===== config.mk =====
export PLATFORM = sky130hd
export DESIGN_NAME = si5340_cfg_ctrl
export DESIGN_NICKNAME = d
export VERILOG_FILES = /design/src/rtl/si5340_cfg_ctrl.sv
export SDC_FILE = /design/constraint.sdc
export NUM_CORES = 1
export LEC_CHECK = 0
export ABC_CLOCK_PERIOD_IN_PS = 5170
export CORE_UTILIZATION = 60
export DETAILED_ROUTE_END_ITERATION = 16
export HOLD_SLACK_MARGIN = 0.02
export PLACE_DENSITY = 0.86
export SYNTH_ARGS = -nofsm -noshare
export SYNTH_HDL_FRONTEND = slang
export SYNTH_SLANG_ARGS = --single-unit

===== constraint.sdc =====
create_clock -name clk_i -period 5.17 [get_ports clk_i]
set_input_delay 1.551 -clock clk_i [delete_from_list [all_inputs] [get_ports clk_i]]
set_output_delay 1.551 -clock clk_i [all_outputs]
set_load 0.005 [all_outputs]

===== src/rtl/si5340_cfg_ctrl.sv =====
// si5340_cfg_ctrl: loads the Si5340 config ROM as paged I2C byte writes with pause, retry and done/error reporting
module si5340_cfg_ctrl #(
  parameter int         WORD_NUMBER    = 326,
  parameter int         PREAMBLE_WORDS = 3,
  parameter int         PAUSE_CYCLES   = 37_500_000,
  parameter logic [6:0] SLAVE_ADDR     = 7'h74,
  parameter int         MAX_RETRY      = 3
) (
  input  logic                           clk_i,
  input  logic                           rstn_i,
  input  logic                           start_i,
  output logic [$clog2(WORD_NUMBER)-1:0] rom_addr_o,
  input  logic [23:0]                    rom_data_i,
  output logic                           cmd_valid_o,
  input  logic                           cmd_ready_i,
  output logic                           cmd_start_o,
  output logic                           cmd_stop_o,
  output logic [7:0]                     cmd_data_o,
  input  logic                           rsp_valid_i,
  input  logic                           rsp_nack_i,
  output logic                           busy_o,
  output logic                           done_o,
  output logic                           error_o
);
  localparam int AW = $clog2(WORD_NUMBER);
  localparam int PW = (PAUSE_CYCLES > 0) ? $clog2(PAUSE_CYCLES + 1) : 1;
  localparam int RW = (MAX_RETRY > 0) ? $clog2(MAX_RETRY + 1) : 1;
  localparam logic [3:0] IDLE     = 4'd0;
  localparam logic [3:0] FETCH    = 4'd1;
  localparam logic [3:0] LATCH    = 4'd2;
  localparam logic [3:0] PAGE_TX  = 4'd3;
  localparam logic [3:0] REG_TX   = 4'd4;
  localparam logic [3:0] WAIT_RSP = 4'd5;
  localparam logic [3:0] PAUSE    = 4'd6;
  localparam logic [3:0] NEXT     = 4'd7;
  localparam logic [3:0] DONE     = 4'd8;
  localparam logic [3:0] ERROR    = 4'd9;
  logic [3:0]    state;
  logic [AW-1:0] idx;
  logic [23:0]   word;
  logic [7:0]    cur_page;
  logic          page_valid;
  logic          is_page;
  logic [1:0]    bcnt;
  logic [RW-1:0] retry;
  logic [PW-1:0] pcnt;
  logic          tx;
  logic          last;
  logic          pre_end;
  logic          new_page;
  logic [7:0]    tx_byte;
  assign tx          = (state == PAGE_TX) || (state == REG_TX);
  assign last        = idx == AW'(WORD_NUMBER - 1);
  assign pre_end     = idx == AW'(PREAMBLE_WORDS - 1);
  assign new_page    = !page_valid || (rom_data_i[23:16] != cur_page);
  assign rom_addr_o  = idx;
  assign cmd_valid_o = tx;
  assign cmd_start_o = tx && (bcnt == 2'd0);
  assign cmd_stop_o  = tx && (bcnt == 2'd2);
  assign cmd_data_o  = tx ? tx_byte : 8'h00;
  // byte of the current transaction: device address, then register, then value
  always_comb
    tx_byte = (bcnt == 2'd0) ? {SLAVE_ADDR, 1'b0} :
              (bcnt == 2'd1) ? (is_page ? 8'h01 : word[15:8]) :
                               (is_page ? word[23:16] : word[7:0]);
  // load sequencer: fetch word, optional page write, register write, pause after preamble
  always_ff @(posedge clk_i) begin
    if (!rstn_i) begin
      state      <= IDLE;
      idx        <= '0;
      word       <= '0;
      cur_page   <= '0;
      page_valid <= 1'b0;
      is_page    <= 1'b0;
      bcnt       <= '0;
      retry      <= '0;
      pcnt       <= '0;
      busy_o     <= 1'b0;
      done_o     <= 1'b0;
      error_o    <= 1'b0;
    end else begin
      pcnt <= (state == PAUSE) ? pcnt + 1'b1 : '0;
      case (state)
        IDLE, DONE, ERROR: if (start_i) begin
          state      <= FETCH;
          idx        <= '0;
          page_valid <= 1'b0;
          retry      <= '0;
          busy_o     <= 1'b1;
          done_o     <= 1'b0;
          error_o    <= 1'b0;
        end
        FETCH: state <= LATCH;
        LATCH: begin
          word    <= rom_data_i;
          bcnt    <= '0;
          is_page <= new_page;
          state   <= new_page ? PAGE_TX : REG_TX;
        end
        PAGE_TX, REG_TX: if (cmd_ready_i) state <= WAIT_RSP;
        WAIT_RSP: if (rsp_valid_i) begin
          if (rsp_nack_i) begin
            if (retry < RW'(MAX_RETRY)) begin
              retry <= retry + 1'b1;
              bcnt  <= '0;
              state <= is_page ? PAGE_TX : REG_TX;
            end else begin
              state      <= ERROR;
              page_valid <= 1'b0;
              busy_o     <= 1'b0;
              error_o    <= 1'b1;
            end
          end else if (bcnt != 2'd2) begin
            bcnt  <= bcnt + 1'b1;
            state <= is_page ? PAGE_TX : REG_TX;
          end else if (is_page) begin
            cur_page   <= word[23:16];
            page_valid <= 1'b1;
            retry      <= '0;
            is_page    <= 1'b0;
            bcnt       <= '0;
            state      <= REG_TX;
          end else begin
            retry <= '0;
            state <= NEXT;
          end
        end
        NEXT, PAUSE: begin
          if (state == NEXT && pre_end && PAUSE_CYCLES > 0) state <= PAUSE;
          else if (state == NEXT || pcnt == PW'(PAUSE_CYCLES - 1)) begin
            if (last) begin
              state  <= DONE;
              busy_o <= 1'b0;
              done_o <= 1'b1;
            end else begin
              idx   <= idx + 1'b1;
              state <= FETCH;
            end
          end
        end
        default: state <= IDLE;
      endcase
    end
  end
endmodule


==> flow_summary.ini <==
[pwr]
ir_worst_vdd_v = 0.0002270
power_uw = 1748
power.density_mw_per_mm2 = 361.7
power.leakage_uw = 0.001602

[setup_path]
arrival_ps = 2610
max_stage_delay_ps = 660
start_kind = register
worstPathMaxFanout = 17
critPathCaptureType = primary output
cp_top_family = simple AND/OR/NAND/NOR gates
crit_required_ps = 3620
critPathKind = reg2out
cp_cell_sequence = or3b_1 -> a21o_1 -> nor4_1 -> clkdlybuf4s50_1
crit_buf_inv = 1
crit_slowest_cell = dfxtp_1

[worst_hold_path]
hp-class = reg2reg

[timing]
finalCritPeriodShare = 0.8055
min_period_ps = 4165
rsz0062_at_grt = no
worst_pin_slew_ps = 895.3
slew_headroom = 0.4023
finClkSkew_ps = 8.110
finalHoldViolCount = 0
drv_slew = 0
fin_tns_setup_ps = 0
setup_viol = 0
timing.fmax_ghz = 0.2401

[layout]
final_common_cell = dfxtp_1
final_cell_mix = 80 x dfxtp_1, 75 x nand2_1, 56 x nor2_1, 52 x clkdlybuf4s50_1, 51 x a21oi_1
area.growth.synth_to_final_pct = 18.00
fin_nets = 581
antenna_cells = 0
drive_above_1_share = 0.05091

[yosys]
syn_inst = 509
syn_nets = 545
synth_seq_area_share = 0.3911
synth_edf_count = 0
syn_area_per_cell_um2 = 8.046
synthFlopType = dfxtp_1
syn_area_mm2 = 0.004095
synth_cell_types = 60
async_flop_share = 0
synth_warnings = 0
ys_ff_latch = 80

[global_routing]
grt_antenna_before_repair = 0
grt_max_degree = 38
grt_usage = 0.2801
overflow = 0
grt_pass1_wl_um = 16260
grt_pass1_vias = 3571

[floorplan]
die-height_um = 84.62
die_w_um = 84.62
rows = 29
initial_core_util = 0.6341
die-area_mm2 = 0.007160
ioPinCount = 53
core_mm2 = 0.006459

[clock_tree]
cts_resized = 0
clockBufferDepth = 2
cts_root_buf = clkbuf_8
numCtsBuffers = 9
post_cts_buffers = 0
cts_htree_levels = 3
insertion_delay_ps = 360
cts_tree = yes
ctsHoldBuffers = 0
clk_pin_slew_ps = 80
clock_sinks = 80

[run_status]
status = completed

[route]
drt-total-wl_um = 9644
ant_nets = 0
wl_per_cell_um = 15.38
dr.first_iter.drc_count = 214
vias = 3764
drc = 0
via_per_inst = 6.003
dr.pass1.iters = 7

[placed_design]
port_buffers = 52
hpwlAfterDp_um = 6686
routabilityCongestion = 0.8671

[run]
maxCapViolCount = 0
power breakdown:
| part | switching (uW) | internal (uW) |
|---|---|---|
| Clock | 231 | 284 |
| Sequential | 92.9 | 674 |
| Combinational | 258 | 208 |
sequential cells by signal (all words and copies together) (netlist names):
name,count
bcnt,2
busy_o,1
cur_page,8
done_o,1
error_o,1
is_page,1
page_valid,1
pcnt,26
retry,2
rom_addr_o,9
state,4
word,24
cells in the mapped netlist, drive strengths merged, types with 2 or more instances:
library cell / n / area share
o211ai: 2 / 0.0037
o21a: 2 / 0.0037
dfxtp: 80 / 0.39
a311oi: 4 / 0.0086
inv: 11 / 0.010
mux2i: 17 / 0.042
buf: 4 / 0.0076
o31a: 2 / 0.0043
or3: 9 / 0.014
nand2b: 2 / 0.0031
nor4: 8 / 0.017
a31oi: 6 / 0.0092
nand3b: 6 / 0.011
nand3: 16 / 0.020
and4: 2 / 0.0043
nand2: 75 / 0.069
nand4: 12 / 0.018
or2: 3 / 0.0052
and2: 3 / 0.0046
nor3: 9 / 0.012
o22ai: 2 / 0.0031
nor2b: 7 / 0.011
o21ai: 15 / 0.018
and3: 9 / 0.014
a21oi: 51 / 0.062
o31ai: 6 / 0.011
xor2: 13 / 0.028
xnor2: 14 / 0.030
o221ai: 2 / 0.0043
clkbuf: 25 / 0.023
or4: 6 / 0.011
a21o: 3 / 0.0055
ha: 6 / 0.018
nor3b: 3 / 0.0095
nor4b: 3 / 0.0079
a211oi: 2 / 0.0049
nor2: 56 / 0.051
worst paths after layout:
check / slack (ps) / cells past startpoint / end / startpoint
max: 1010 / 4 / cmd_data_o[0] / state[2]$_SDFFE_PN0P_
min: 440 / 1 / pcnt[0]$_SDFF_PN0_ / pcnt[0]$_SDFF_PN0_
max reg2reg: 2630 / 8 / state[0]$_SDFFE_PN0P_ / bcnt[1]$_SDFFE_PN0P_
min reg2reg: 440 / 1 / pcnt[0]$_SDFF_PN0_ / pcnt[0]$_SDFF_PN0_
kinds of logic (layout without fill, tap and decap cells):
family | count (synthesis) | after routing | synth area share
compound gates | 105 | 105 | 0.1558
xor+xnor | 27 | 27 | 0.05775
fa+ha+maj | 6 | 6 | 0.01833
buf+inv | 40 | 81 | 0.04063
flops | 80 | 80 | 0.3911
mux | 17 | 17 | 0.04155
simple gates | 234 | 234 | 0.2948
cell type report:
class                      count  area, um2
inverter                      11      41.29
sequential                    80       1602
fill                         504       1627
timing repair buffer          54      535.5
multi-input combinational    389       2336
tap                           77      96.34
clock inverter                 5      80.08
clock buffer                  11      141.4
per-stage QoR:
stage / hold WS (ps) / instance area (um2) / util / instances / setup slack (ps)
floorplan: 413.2 / 4095 / - / 509 / 2239
global placement: 422.0 / 4611 / 0.7139 / 611 / 1441
detailed placement: 432.2 / 4611 / 0.7139 / 611 / 1404
CTS: 446.2 / 4832 / 0.7482 / 627 / 1006
global route: 473.3 / 4832 / 0.7482 / 627 / 812.7
finish: 443.5 / 4832 / 0.7482 / 627 / 1005
per-layer routing:
metal / track usage / wire length (um)
met3: 0.03540 / 532
met1: 0.3634 / 4398
met5: 0 / 0
met4: 0.1171 / 140
met2: 0.4715 / 4573
No activity file was read; power rests on OpenSTA's default activity.
